$ cat config.mk
export PLATFORM = sky130hd
export DESIGN_NAME = tower_game_core
export DESIGN_NICKNAME = d
export VERILOG_FILES = /design/src/rtl/tower_game_pkg.sv /design/src/rtl/tower_overlap.sv /design/src/rtl/tower_game_core.sv
export SDC_FILE = /design/constraint.sdc
export NUM_CORES = 1
export LEC_CHECK = 0
export ABC_CLOCK_PERIOD_IN_PS = 7300
export CORE_UTILIZATION = 40
export CTS_BUF_LIST = sky130_fd_sc_hd__clkbuf_16
export DETAILED_ROUTE_END_ITERATION = 10
export GPL_TIMING_DRIVEN = 0
export PLACE_DENSITY_LB_ADDON = 0.15
export SLEW_MARGIN = 25
export SYNTH_ARGS = -nofsm -noshare
export SYNTH_HDL_FRONTEND = slang
export SYNTH_SLANG_ARGS = --single-unit
$ cat constraint.sdc
create_clock -name clk -period 7.3 [get_ports clk]
set_input_delay 1.46 -clock clk [delete_from_list [all_inputs] [get_ports clk]]
set_output_delay 1.46 -clock clk [all_outputs]
set_load 0.05 [all_outputs]
$ cat src/rtl/tower_game_pkg.sv
// Shared types for the stacking game engine: FSM states, status codes and
// slide direction.
package tower_game_pkg;

    typedef enum logic [1:0] {
        MOVE = 2'd0,
        EVAL = 2'd1,
        WIN  = 2'd2,
        LOSE = 2'd3
    } state_t;

    typedef enum logic {
        DIR_RIGHT = 1'b0,
        DIR_LEFT  = 1'b1
    } dir_t;

    localparam logic [1:0] PLAYING = 2'b00;
    localparam logic [1:0] WON     = 2'b01;
    localparam logic [1:0] LOST    = 2'b10;

endpackage

$ cat src/rtl/tower_overlap.sv
// Horizontal overlap between the active block and the block below it.
// All arithmetic is one bit wider than the coordinates so the right edges
// (left edge + width) cannot wrap.
module tower_overlap #(
    parameter int X_W = 8
) (
    input  logic [X_W-1:0] x,
    input  logic [X_W-1:0] width,
    input  logic [X_W-1:0] prev_x,
    input  logic [X_W-1:0] prev_w,
    output logic [X_W:0]   lo,
    output logic [X_W:0]   hi,
    output logic           hit
);

    logic [X_W:0] act_end;
    logic [X_W:0] prev_end;

    // Overlap is [max(left edges), min(right edges)); empty when hi <= lo.
    always_comb begin
        act_end  = {1'b0, x} + {1'b0, width};
        prev_end = {1'b0, prev_x} + {1'b0, prev_w};
        lo       = (x > prev_x) ? {1'b0, x} : {1'b0, prev_x};
        hi       = (act_end < prev_end) ? act_end : prev_end;
        hit      = (hi > lo);
    end

endmodule

$ cat src/rtl/tower_game_core.sv
// Stacking game engine: slides the active block on frame ticks, evaluates
// the drop against the stacked block, trims the block to the overlap and
// tracks score, chances and win/lose status.
//
// Redraw strobe: w_o is a one-cycle pulse that follows every position or
// geometry change; the drawing side needs no acknowledge. A sync that lands
// while w_o is high (the cycle right after an evaluation) is dropped, which
// keeps w_o from ever being high on two consecutive cycles.
module tower_game_core
    import tower_game_pkg::*;
#(
    parameter int  SCREEN_W  = 160,
    parameter int  SCREEN_H  = 120,
    parameter int  BLK_W     = 20,
    parameter int  BLK_H     = 4,
    parameter int  STEP      = 1,
    parameter int  CHANCES   = 3,
    parameter int  SCORE_W   = 4,
    parameter int  WIN_SCORE = 15,
    localparam int X_W       = $clog2(SCREEN_W),
    localparam int Y_W       = $clog2(SCREEN_H),
    localparam int CH_W      = $clog2(CHANCES + 1)
) (
    input  logic               clk,
    input  logic               resetn,
    input  logic               sync,
    input  logic               KEY,
    output logic [X_W-1:0]     x,
    output logic [Y_W-1:0]     y,
    output logic [X_W-1:0]     width,
    output logic [X_W-1:0]     prev_x,
    output logic [SCORE_W-1:0] score,
    output logic [CH_W-1:0]    chances,
    output logic [1:0]         game_status,
    output logic               w_o,
    output logic [1:0]         state_dbg
);

    localparam int XE = X_W + 1;

    state_t             state;
    dir_t               dir;
    logic               key_q;
    logic [X_W-1:0]     prev_w;
    logic               drop;
    logic [X_W-1:0]     limit;
    logic [X_W:0]       nx_r;
    logic [SCORE_W-1:0] next_score;
    logic [X_W:0]       ov_lo;
    logic [X_W:0]       ov_hi;
    logic               ov_hit;

    assign state_dbg = state;

    tower_overlap #(.X_W(X_W)) u_overlap (
        .x      (x),
        .width  (width),
        .prev_x (prev_x),
        .prev_w (prev_w),
        .lo     (ov_lo),
        .hi     (ov_hi),
        .hit    (ov_hit)
    );

    // Drop edge, right-hand wall position, candidate step and saturating score.
    always_comb begin
        drop       = key_q & ~KEY;
        limit      = X_W'(SCREEN_W) - width;
        nx_r       = {1'b0, x} + XE'(STEP);
        next_score = (score == {SCORE_W{1'b1}}) ? score : score + SCORE_W'(1);
    end

    // Game FSM with all outputs registered; terminal states hold everything.
    always_ff @(posedge clk) begin
        if (!resetn) begin
            state       <= MOVE;
            dir         <= DIR_RIGHT;
            key_q       <= 1'b1;
            x           <= '0;
            y           <= Y_W'(SCREEN_H - 2 * BLK_H);
            width       <= X_W'(BLK_W);
            prev_x      <= X_W'((SCREEN_W - BLK_W) / 2);
            prev_w      <= X_W'(BLK_W);
            score       <= '0;
            chances     <= CH_W'(CHANCES);
            game_status <= PLAYING;
            w_o         <= 1'b0;
        end else begin
            key_q <= KEY;
            w_o   <= 1'b0;
            case (state)
                MOVE: begin
                    if (drop) begin
                        // A drop in the same cycle as sync wins; no move this frame.
                        state <= EVAL;
                    end else if (sync && !w_o) begin
                        w_o <= 1'b1;
                        // Direction flips as soon as the block touches a wall.
                        if (dir == DIR_RIGHT) begin
                            if (nx_r >= {1'b0, limit}) begin
                                x   <= limit;
                                dir <= DIR_LEFT;
                            end else begin
                                x <= nx_r[X_W-1:0];
                            end
                        end else begin
                            if ({1'b0, x} <= XE'(STEP)) begin
                                x   <= '0;
                                dir <= DIR_RIGHT;
                            end else begin
                                x <= x - X_W'(STEP);
                            end
                        end
                    end
                end
                EVAL: begin
                    w_o <= 1'b1;
                    if (ov_hit) begin
                        prev_x <= ov_lo[X_W-1:0];
                        prev_w <= X_W'(ov_hi - ov_lo);
                        width  <= X_W'(ov_hi - ov_lo);
                        score  <= next_score;
                        x      <= '0;
                        dir    <= DIR_RIGHT;
                        if (next_score == SCORE_W'(WIN_SCORE) || y < Y_W'(BLK_H)) begin
                            state       <= WIN;
                            game_status <= WON;
                        end else begin
                            y     <= y - Y_W'(BLK_H);
                            state <= MOVE;
                        end
                    end else begin
                        chances <= chances - CH_W'(1);
                        if (chances == CH_W'(1)) begin
                            state       <= LOSE;
                            game_status <= LOST;
                        end else begin
                            x     <= '0;
                            dir   <= DIR_RIGHT;
                            state <= MOVE;
                        end
                    end
                end
                WIN, LOSE: begin
                end
                default: state <= MOVE;
            endcase
        end
    end

endmodule

; ---- Word-level counts from Yosys, hierarchy flattened
; Index checks and enable logic that the tools add are counted.
[word_totals]
out_inout_bits = 42
inputBits = 4
register_bits = 44
elab_cells = 81
[classes]
bitwise_logic = 4
eq_ne = 9
order_cmp = 6
n_reduce_logical = 12
mux = 30
n_addsub = 9
[ops]
columns = op, count
row1 = $mux 8, 8
row2 = $add 8x8->9, 2
row3 = $pmux 8 s2, 1
row4 = $mux 2, 7
row5 = $add 8x1->9 const B, 1
row6 = $ge 9x8->1, 1
row7 = $gt 9x8->1, 1
row8 = $lt 9x9->1, 1
row9 = $mux 1, 9
row10 = $mux 9, 1
row11 = $eq 4x4->1 const B, 2
row12 = $gt 8x8->1, 1
row13 = $le 8x1->1 const B, 1
row14 = $sub 8x1->8 const B, 1
row15 = $sub 8x8->8, 1
row16 = $sub 8x8->8 const A, 1
row17 = $lt 7x3->1 const B, 1
row18 = $sub 7x3->7 const B, 1
row19 = $ne 2x2->1 const B, 3
row20 = $reduce_and 2->1, 3
row21 = $reduce_and 3->1, 2
row22 = $add 4x1->4 const B, 1
row23 = $eq 2x1->1 const B, 2
row24 = $mux 4, 1
row25 = other kinds (13), 17

; ---- Logic depth before layout (Yosys ltp)
; Gate-level depths: netlist of the first run.
[logic_depth]
depth_word = 7
ltp_mapped = 25
mapped_depth_nobuf = 23

; ---- Cells and area by module
; From an unflattened synthesis of the first run, not the netlist that was laid out.
[unflattened]
hier_cells = 523
area_unflattened_um2 = 4216.5
[by_module_without_submodules]
columns = module, area_per_inst_um2, n_inst, seq_area_each_um2, cells_each
row1 = tower_game_core, 2747.6, 1, 840.8, 345
row2 = tower_overlap, 1468.9, 1, 0.0, 178

; ---- Worst setup path after synthesis of the first run
; No wires, ideal clock.
[synth_timing]
kind = register to register
start = register prev_w[1]
end = register score[2]
required_time_ps = 7178
path_stages_with_launch = 23
path_slack_ps = 1739
path_buffers = 2
setup_time_ps = 122
synth_period_minus_slack_ps = 5561
arrival_ps = 5439
path_cell_list = dfxtp_1 -> ha_1 -> a21o_1 -> a21oi_1 -> o211ai_1 -> a21o_1 -> a21oi_1 -> xor2_1 -> ha_1 -> a21o_1 -> a21o_1 -> nor2_1 -> clkbuf_1 -> o21ai_0 -> ha_1 -> and3_1 -> a221o_1 -> o22ai_2 -> or4b_1 -> buf_6 -> and2_4 -> a31o_1 -> o311a_1
[synth_via]
elab_chain_cells = 5
elab_cells_between_ends = 6
classes_between = 2 x add/sub / 2 x order compare / 1 x mux / 1 x reduce/logical
[synth_lines]
columns = item, line
row1 = start: declaration, tower_game_core.sv:44  ; logic [X_W-1:0] prev_w;
row2 = start signal: assignment, tower_game_core.sv:83  ; prev_w <= X_W'(BLK_W);
row3 = start signal: assignment, tower_game_core.sv:120  ; prev_w <= X_W'(ov_hi - ov_lo);
row4 = $add 8x8->9 (on tied branches), -
row5 = $lt 9x9->1, tower_overlap.sv:24  ; hi = (act_end < prev_end) ? act_end : prev_end;
row6 = $mux 9 *, tower_overlap.sv:24
row7 = $gt 9x8->1 *, tower_overlap.sv:25  ; hit = (hi > lo);
row8 = $reduce_and 2->1 (no line) *, -
row9 = end signal: assignment, tower_game_core.sv:122  ; score <= next_score;
row10 = end: declaration, tower_game_core.sv:32  ; output logic [SCORE_W-1:0] score,
; Mark *: on every way between the ends. The rest lies on a longest branch, timed or not.
; A chain may end at the register's enable or synchronous reset.

; ---- Worst setup path after layout of the first run
[layout_timing]
start = register prev_w[1]
end = register prev_w[2]
[layout_via]
elab_chain_cells = 5
elab_cells_between_ends = 7
classes_between = 3 x add/sub / 2 x order compare / 1 x mux / 1 x reduce/logical
[layout_lines]
columns = item, line
row1 = $add 8x8->9 (on tied branches), -
row2 = $lt 9x9->1, tower_overlap.sv:24
row3 = $mux 9 *, tower_overlap.sv:24
row4 = $gt 9x8->1, tower_overlap.sv:25
row5 = $reduce_and 2->1 (no line), -
; Marked as above.

==> key figures, run 1 <==
CTS
  • Clk pin slew, worst setup/hold paths: ~0.060 ns
  • Number of CTS-inserted buffers: 5
  • CTS tree: yes
  • Htree depth: 2
  • Post-CTS setup buffer count: 0
  • Worst-Skew Late Latency: 0.28 ns
  • Clk buf depth: 2
  • Clk sink count: 42
  • Post-CTS sizing: 0
  • Post-CTS Hold Fix Bufs: 0
  • Root Buffer: clkbuf_16

Critical path
  • Crit path launch type: flop
  • CP Data Arrival Time: around 6 ns
  • Critical path class: flop to flop
  • Critical Path Fanout Max: 10
  • Critical Path End Type: flop
  • Worst endpoint required time: about 7.5 ns

Drt
  • Via count: between 3000 and 4000
  • Routed vias/inst: ~5.5
  • Initial DRC count: around 160
  • Remaining DRCs: 0
  • DR WL/cell: 16.7 µm
  • Final WL: approximately 11 mm
  • Routed Antenna Nets: 0
  • Pre-Repair DR Iteration Count: 5

Global route
  • Total GRT Usage: 23.2%
  • First-pass GRT wire length: between 15 and 20 mm
  • Largest net degree at the start of global routing: 13
  • Initial antenna violation count: 0
  • Grt total ovfl: 0
  • Vias in the first global route: between 3000 and 4000

Layout
  • Final instance area: 4740 µm²
  • Area of the multi-input gates: 2910 µm²
  • Sequential cell area: 841 µm²
  • Fraction of layout cells with a size suffix above 1: under 10%
  • Area Growth Syn to Fin: 18.9%
  • Fillers: roughly 1000
  • Ant diodes: 0
  • Nets: a little under 600

STA
  • Worst Max-Slew Pin Slew: between 0.6 and 0.7 ns
  • TNS Setup: 0 ns
  • Setup violators final: 0
  • RSZ-0062 raised after global routing: no
  • Fmax: ~170 MHz
  • Skew final: about 0.0059 ns
  • Slew headroom: 58.1%
  • Fin. Hold Viols: 0
  • Max-slew violation count: 0
  • Post-layout min period: 6.01 ns
  • Fin crit share: between 80 and 90%

Pwr
  • Worst vdd rail ir drop: between 0.1 and 0.15 mV
  • Total power: ~0.58 mW
  • Pleak: about 2.1 nW
  • Power Dens Cells: about 120 nW/µm²

Logic synthesis
  • Top-count cell post-synth: ha_1
  • Top cell type by total area after synthesis: dfxtp_1
  • Synth Flop Type: dfxtp_1
  • Synth Instances: ~490
  • Ys async rst share: 0%
  • Cell Area, Synth: between 3000 and 4000 µm²
  • Register bit total from synthesis: 42
  • Commonest cells post-synth: 54 x ha_1, 50 x nand2_1, 42 x dfxtp_1
  • Top cells by area, synth: dfxtp_1 21%, ha_1 17%, mux2i_1 5.8%
  • Avg Cell Area, Syn: 8.21 µm²
  • Synth warn: 0
  • Register area share after synthesis: a little over a fifth
  • Synth cell types: 66
  • Post-synth EDFFs: 0
  • Synth top area share: roughly a fifth

Floorplanning
  • Area of the core: between 9000 and 10000 µm²
  • DIE AREA: between 10000 and 15000 µm²
  • Starting Density: approximately 41%
  • Core Rows: 36
  • Die height: ~100 µm
  • # IOs: 46
  • Die X: 102 µm

Place
  • HPWL Detailed: 8.92 mm
  • Final RePlAce weighted congestion: ~0.88
  • DP Area: between 4000 and 5000 µm²
  • Port Buffers: 42

Status
  • Status: complete, no violations

Run
  • Max-Cap Viols: 0

Min path
  • Class of the worst hold path: flop to flop
==> stage by stage <==
step | hold WS, ns | setup slack (ns) | cells | util, %
6_report | 0.487 | 1.29 | 669 | 48.7
5_1_grt | 0.516 | 0.933 | 669 | 48.7
4_1_cts | 0.492 | 1.32 | 669 | 48.7
3_5_place_dp | 0.480 | 1.35 | 661 | 47.0
3_3_place_gp | 0.476 | 1.39 | 661 | 47.0
2_1_floorplan | 0.548 | 1.74 | 486 | -
==> path summary, 6_finish.rpt <==
| path | start | to | slack (ns) | depth (start not counted) |
|---|---|---|---|---|
| setup / recovery | prev_w[1] | prev_w[2] | 1.29 | 24 |
| hold / removal | game_status[1] | game_status[1] | 0.49 | 2 |
| setup reg to reg | prev_w[1] | prev_w[2] | 1.29 | 24 |
| hold reg to reg | game_status[1] | game_status[1] | 0.49 | 2 |
==> worst max-delay path: stages, from the launching register on <==
cell,delay [ns]
dfxtp_1,0.51
ha_1,0.29
a21o_1,0.17
a21oi_1,0.24
o211ai_1,0.18
a21o_1,0.20
a21oi_1,0.17
xor2_1,0.24
ha_1,0.29
a21o_1,0.19
a21o_1,0.21
nor2_1,0.36
clkbuf_1,0.34
nand2_1,0.09
o21ai_0,0.14
ha_1,0.35
and3_1,0.22
a221o_1,0.33
o22ai_2,0.14
or4b_1,0.51
buf_6,0.17
nand3_4,0.11
buf_6,0.17
mux2i_1,0.20
nand2_1,0.06
==> per-layer routing <==
metal	wire length [µm]	track usage, %
met1	5540	32.5
met2	5200	38.3
met4	78	3.90
met5	0	0
met3	321	2.90
==> cells in the final DEF, fill, tap and decap left out, drive strengths merged, types with 3 or more instances in the layout <==
cell type	Yosys	routed
ha	54	54
nand2	51	51
dfxtp	42	42
clkdlybuf4s50	0	42
inv	31	33
nor2	26	26
xnor2	24	24
a21oi	24	24
mux2i	23	23
clkbuf	18	23
o21ai	22	22
nand3	22	22
a21o	16	16
xor2	14	14
o211ai	8	8
buf	8	8
nor3	7	7
a32o	7	7
and3	6	6
nand2b	6	6
nor2b	5	5
a31oi	5	5
nor3b	5	5
nand4	4	4
a211oi	4	4
o31ai	4	4
o21bai	3	3
or3	3	3
or4	3	3
o211a	3	3
fa	3	3
and2	3	3
==> flip-flops by register name, indices dropped and copies added (netlist names), 2 cells and up <==
signal	cells
score	4
state_dbg	2
chances	2
y	5
x	8
prev_x	8
prev_w	8
game_status	2
==> report_power, final <==
| group | total, mW | internal, mW | switching, mW |
|---|---|---|---|
| registers | 0.239 | 0.233 | 0.00537 |
| clock network | 0.247 | 0.159 | 0.0878 |
| logic | 0.0897 | 0.0326 | 0.0572 |
| total | 0.575 | 0.425 | 0.150 |
==> cells by family after synthesis <==
logic type	share of synthesized area (%)
compound gates	20.9
fa+ha+maj	18.5
other cells	0.0942
flops	21.1
mux	6.35
xor+xnor	8.36
simple gates	18.7
buf+inv	6.00
==> area by class of cell <==
class                   count  share of cell area [%]
multi-input cells         387                    61.4
flip-flops and latches     42                    17.8
repair buffers             42                    8.88
well taps                 133                    3.51
clock buffers               5                    2.64
plain buffers              26                    2.59
inverters                  31                    2.46
clock inverters             3                   0.793
No activity file was read; power rests on OpenSTA's default activity.
==> inputs of run 2 (changes only) <==
--- a/config.mk
+++ b/config.mk
@@ -5,7 +5,7 @@
 export SDC_FILE = /design/constraint.sdc
 export NUM_CORES = 1
 export LEC_CHECK = 0
-export ABC_CLOCK_PERIOD_IN_PS = 7300
+export ABC_CLOCK_PERIOD_IN_PS = 5400
 export CORE_UTILIZATION = 40
 export CTS_BUF_LIST = sky130_fd_sc_hd__clkbuf_16
 export DETAILED_ROUTE_END_ITERATION = 10
==> constraint.sdc (replaced) <==
create_clock -name clk -period 5.4 [get_ports clk]
set_input_delay 1.08 -clock clk [delete_from_list [all_inputs] [get_ports clk]]
set_output_delay 1.08 -clock clk [all_outputs]
set_load 0.05 [all_outputs]
==> run 2 against run 1 <==
Compared with the run above:
- sequential power rose by 35%
- highest routed layer unchanged
- die area did not move
- global-route usage barely moved
- non-clock buffer count rose by 16
- fmax rose by 16%
==> key figures, run 2 (synthesized netlist as in run 1, its figures left out) <==
Drt
  • DR WL/cell: 16.8 µm
  • Pre-Repair DR Iteration Count: 5
  • Via count: roughly 3700
  • Final WL: roughly 12 mm
  • Remaining DRCs: 0
  • Initial DRC count: ~150
  • Routed Antenna Nets: 0
  • Routed vias/inst: between 5 and 6

STA
  • Skew final: 0.00476 ns
  • Fmax: between 150 and 200 MHz
  • Max-slew violation count: 0
  • Setup violators final: 0
  • Slew headroom: 59.3%
  • Fin. Hold Viols: 0
  • Hold_ws: ~0.49 ns
  • Worst Max-Slew Pin Slew: between 0.6 and 0.7 ns
  • Post-layout min period: a little over 5 ns
  • Final WS setup: about 0.21 ns
  • Fin crit share: between 90 and 100%

Critical path
  • Crit path launch type: flop
  • Critical path class: flop to flop
  • Critical Path Fanout Max: 10
  • CP Data Arrival Time: 5.34 ns
  • Worst R2R Path Depth: 24
  • Critical Path End Type: flop
  • Worst endpoint required time: roughly 5.6 ns

Pwr
  • Internal power: around 0.53 mW
  • Pleak: about 2.2 nW
  • Worst vdd rail ir drop: roughly 0.13 mV
  • Power Dens Cells: between 100 and 150 nW/µm²
  • Switch Pwr: between 0.2 and 0.25 mW
  • Clock power share: 39.1%
  • Sequential fraction of design power: 44.2%
  • Sw Ratio: roughly 28%
  • Combinational share of power: ~17%

Layout
  • Ant diodes: 0
  • Biggest regs: prev_w x8, prev_x x8, x x8
  • Commonest non-fill, non-tap cell in the layout: ha_1
  • Fraction of layout cells with a size suffix above 1: around an eighth
  • Nets: 612
  • Area Growth Syn to Fin: 24.8%
  • Fillers: 987
  • Commonest non-fill, non-tap cells in the layout: 52 x ha_1, 50 x nand2_1, 42 x clkdlybuf4s50_1, 35 x dfxtp_1, 31 x inv_1
  • Final core occ: between 50% and 60%

Global route
  • Grt total ovfl: 0
  • Vias in the first global route: 3510
  • Total GRT Usage: 23.2%
  • Initial antenna violation count: 0
  • Largest net degree at the start of global routing: 13
  • First-pass GRT wire length: ~18 mm

Floorplanning
  • Area of the core: 9730 µm²
  • # IOs: 46
  • Core Rows: 36
  • Die height: about 100 µm
  • DIE AREA: a little over 10000 µm²
  • Die X: 102 µm
  • Starting Density: about two fifths

Place
  • HPWL Detailed: slightly below 9 mm
  • Port Buffers: 42
  • Worst Setup Slack post-DPL: -0.492 ns
  • Final RePlAce weighted congestion: between 0.8 and 0.9

CTS
  • Clk buf depth: 2
  • Htree depth: 2
  • Worst-Skew Late Latency: 0.28 ns
  • CTS tree: yes
  • Clk pin slew, worst setup/hold paths: 0.06 ns
  • Number of CTS-inserted buffers: 5
  • Clk sink count: between 40 and 50
  • Root Buffer: clkbuf_16

Min path
  • Class of the worst hold path: flop to flop
  • Hold path depth: 2

Run
  • Max-Cap Viols: 0

Status
  • Status: complete, no violations
[run 2: cell type report]
| class | instances | area, µm² | share of cell area, % |
|---|---|---|---|
| Buffer | 26 | 138 | 2.77 |
| Clock buffer | 5 | 125 | 2.52 |
| Clock inverter | 2 | 10.0 | 0.201 |
| Inverter | 31 | 116 | 2.34 |
| Multi-Input combinational cell | 387 | 3000 | 60.3 |
| Sequential cell | 42 | 857 | 17.2 |
| Tap cell | 133 | 166 | 3.35 |
| Timing Repair Buffer | 58 | 558 | 11.2 |
[run 2: metal layers]
layer / wire length (µm) / vias up / GRT usage [%]
li1: - / 1885 / -
met1: 5740 / 1756 / 33.1
met2: 5180 / 90 / 37.1
met3: 438 / 13 / 2.76
met4: 167 / 0 / 5.13
met5: 0 / - / 0
[run 2: path summary, 6_finish.rpt]
path	from	to	slack, ns
worst max register to register	prev_w[1]	prev_w[2]	0.21
worst min-delay path	game_status[1]	game_status[1]	0.49
worst min register to register	game_status[1]	game_status[1]	0.49
worst max-delay path	prev_w[1]	prev_w[2]	0.21
[run 2: worst max-delay path: stages, from the launching register on]
cell and delay [ns]:
dfxtp_4 0.38, ha_1 0.30, a21o_1 0.19, a21oi_2 0.15, o211ai_1 0.13, a21o_1 0.21, a21oi_2 0.17, xor2_2 0.21
ha_1 0.28, a21o_1 0.19, a21o_1 0.21, nor2_4 0.17, buf_8 0.15, nand2_1 0.07, o21ai_2 0.08, ha_1 0.28
a21o_1 0.19, a221o_1 0.35, o22ai_2 0.14, or4b_4 0.49, buf_6 0.16, nand3_4 0.13, buf_8 0.15, mux2i_2 0.21
nand2_1 0.07
[run 2: repair_timing]
| item | CTS | global route |
|---|---|---|
| endpoints found under the hold margin | 0 | 0 |
| hold buffers | 0 | 0 |
| setup endpoints to repair | 40 | 38 |
| gates cloned | 0 | 1 |
| buffers inserted | 6 | 9 |
| gates resized for setup | 14 | 21 |
| pin swaps | 4 | 11 |
[run 2: power by group through the flow]
stage | logic (mW) | clock network [mW] | registers [mW]
3_3_place_gp | 0.120 | 0 | 0.330
5_1_grt | 0.136 | 0.304 | 0.323
3_5_place_dp | 0.120 | 0 | 0.330
6_report | 0.122 | 0.285 | 0.322
2_1_floorplan | 0.0724 | 0 | 0.345
4_1_cts | 0.121 | 0.289 | 0.323
[run 2: per-stage QoR]
step	instance area, µm²	power [mW]	TNS [ns]	cells
floorplan	3990	0.418	0	486
global placement	4580	0.450	-13.19	661
detailed placement	4580	0.451	-15.31	661
CTS	4790	0.733	0	674
global route	4970	0.763	-0.0478	684
finish	4970	0.729	0	684
==> inputs of run 3 (changes only) <==
--- a/config.mk
+++ b/config.mk
@@ -10,7 +10,6 @@
 export CTS_BUF_LIST = sky130_fd_sc_hd__clkbuf_16
 export DETAILED_ROUTE_END_ITERATION = 10
 export GPL_TIMING_DRIVEN = 0
-export PLACE_DENSITY_LB_ADDON = 0.15
 export SLEW_MARGIN = 25
 export SYNTH_ARGS = -nofsm -noshare
 export SYNTH_HDL_FRONTEND = slang
==> run 3 against run 2 <==
Compared with the run above:
- first-iteration DRC count down 5.4%
- critical path depth increased by 1
- routed wire length rose by 2.5%
- clock-buffer cell count unchanged
- clock skew shrank 0.0012 ns
- sequential share of layout area is 0.068 points lower
- non-clock buffer count decreased by 2
- final cell count shrank 0.15%
- clock power rose by 20%
- worst setup slack worse by 0.039 ns
- critical endpoint is now y[3]
- largest cell class unchanged
- largest power group is now the clock network
==> key figures, run 3 (synthesized netlist as in run 1, its figures left out) <==
Critical path
  • R2r setup slk: 0.17 ns
  • Worst R2R Path Depth: 25
  • Max stage delay on crit path: between 0.5 and 0.6 ns
  • Worst endpoint required time: approximately 5.6 ns
  • Critical path class: flop to flop
  • Crit path max-delay cell type: or4b_4
  • Buf/Inv on CP: 4
  • Crit path launch type: flop
  • Cell mode on critical path: a21o_1
  • Reg-to-Reg Start: prev_w[1]
  • Critical Path End Type: flop
  • Delay-heaviest family, CP: compound AO/OA/AOI/OAI gates
  • Critical Path Fanout Max: 10
  • Origin of the worst setup path: prev_w[1]
  • CP Data Arrival Time: around 5.5 ns
  • FF-to-FF End: y[3]

Drt
  • Pre-Repair DR Iteration Count: 4
  • Final WL: between 10 and 15 mm
  • Routed Antenna Nets: 0
  • Routed vias/inst: 5.59
  • Remaining DRCs: 0
  • DR WL/cell: ~17 µm
  • Via count: approximately 3800
  • Initial DRC count: 141

Global route
  • First-pass GRT wire length: ~18 mm
  • Largest net degree at the start of global routing: 14
  • Initial antenna violation count: 0
  • Vias in the first global route: about 3600
  • Grt total ovfl: 0
  • Total GRT Usage: 23.5%

Layout
  • Commonest non-fill, non-tap cell in the layout: ha_1
  • Final instance area: between 4000 and 5000 µm²
  • Biggest regs: prev_w x8, prev_x x8, x x8
  • Nets: 610
  • Fraction of layout cells with a size suffix above 1: between 10% and 20%
  • Sequential cell area: about 850 µm²
  • Commonest non-fill, non-tap cells in the layout: 52 x ha_1, 50 x nand2_1, 42 x clkdlybuf4s50_1, 35 x dfxtp_1, 31 x inv_1
  • Final core occ: between 50% and 60%
  • Ant diodes: 0
  • Fillers: between 900 and 1000
  • Area Growth Syn to Fin: 24.9%
  • Area of the multi-input gates: roughly 3000 µm²

CTS
  • Worst-Skew Late Latency: between 0.2 and 0.3 ns
  • Root Buffer: clkbuf_16
  • Number of CTS-inserted buffers: 5
  • Clk sink count: between 40 and 50
  • CTS tree: yes
  • Clk buf depth: 2
  • Htree depth: 2
  • Post-CTS Hold Fix Bufs: 0
  • Clk pin slew, worst setup/hold paths: ~0.06 ns

Place
  • Final RePlAce weighted congestion: approximately 0.86
  • DP Area: roughly 4600 µm²
  • Port Buffers: 42
  • HPWL Detailed: approximately 9 mm

Floorplanning
  • Area of the core: 9730 µm²
  • Core Rows: 36
  • # IOs: 46
  • DIE AREA: around 10000 µm²
  • Die X: just over 100 µm
  • Starting Density: approximately two fifths
  • Die height: slightly above 100 µm

Pwr
  • Worst vdd rail ir drop: 0.122 mV
  • Sequential fraction of design power: approximately 41%
  • Pleak: between 2 and 2.5 nW
  • Combinational share of power: 15.7%
  • Power Dens Cells: around 160 nW/µm²
  • Clock power share: a little over two fifths
  • Sw Ratio: between 20 and 30%
  • Internal power: between 0.5 and 0.6 mW
  • Switch Pwr: roughly 0.21 mW

Run
  • Max-Cap Viols: 0

STA
  • Slew headroom: around 58%
  • Post-layout min period: ~5.2 ns
  • Fmax: around 190 MHz
  • Hold_ws: between 0.4 and 0.5 ns
  • Max-slew violation count: 0
  • Worst Max-Slew Pin Slew: roughly 0.63 ns
  • TNS Setup: 0 ns
  • Fin. Hold Viols: 0
  • Setup violators final: 0
  • Skew final: about 0.0036 ns
  • Fin crit share: a little over nine tenths

Min path
  • Hold path depth: 2
  • Worst Hold Launch: y[3]
  • Worst min-delay path endpoint: y[3]
  • Class of the worst hold path: flop to flop

Status
  • Status: complete, no violations
-- run 3: stage by stage --
| stage | std cells | setup slack, ns | power [mW] |
|---|---|---|---|
| after floorplan | 486 | 0.00810 | 0.418 |
| after global placement | 661 | -0.476 | 0.450 |
| after detailed placement | 661 | -0.498 | 0.452 |
| after CTS | 672 | 0.0180 | 0.790 |
| after global routing | 683 | -0.0391 | 0.815 |
| final | 683 | 0.169 | 0.787 |
-- run 3: worst max path at each step --
stage | slack (ns) | cells past startpoint | endpoint
CTS | 0.02 | 23 | game_status[0]
global placement | -0.48 | 23 | prev_w[2]
global route | -0.04 | 25 | y[3]
floorplan | 0.008 | 22 | score[2]
finish | 0.17 | 25 | y[3]
detailed placement | -0.50 | 23 | game_status[0]
-- run 3: metal layers --
layer,part of all wire (%),global-route usage [%],vias up,wire length (µm)
met5,0,0,-,0
met2,48,40.4,59,5720
met1,48,31.5,1864,5610
li1,-,-,1889,-
met3,3.6,3.45,6,426
met4,0.48,3.57,0,57
-- run 3: final cells by class --
type / count / area share (%)
Clock buffer: 5 / 2.52
Clock inverter: 3 / 0.805
Inverter: 31 / 2.34
Buffer: 26 / 2.69
Sequential cell: 42 / 17.2
Multi-Input combinational cell: 387 / 60.2
Timing Repair Buffer: 56 / 10.9
Tap cell: 133 / 3.35
-- run 3: worst register-to-register path, delay by kind of cell (launching register included) --
kind | cells | cell delay (ns)
AOI/OAI and AO/OA | 12 | 2.01
xor gates and xnor gates | 1 | 0.26
DFF | 1 | 0.37
adders and majority gates | 3 | 0.89
buffers and inverters | 4 | 0.58
and+or+nand+nor | 5 | 1.06
-- run 3: what timing repair did --
item | 4_1_cts | 5_1_grt
buffers inserted | 3 | 10
cloned | 0 | 1
pin swaps | 3 | 11
endpoints found under the setup margin | 40 | 40
resized for setup | 12 | 19
-- run 3: power by group through the flow --
stage / clock, mW / sequential [mW] / combinational (mW)
after global placement: 0 / 0.330 / 0.120
after floorplan: 0 / 0.345 / 0.0724
after CTS: 0.345 / 0.323 / 0.122
after detailed placement: 0 / 0.330 / 0.122
final: 0.341 / 0.322 / 0.124
after global routing: 0.356 / 0.323 / 0.135
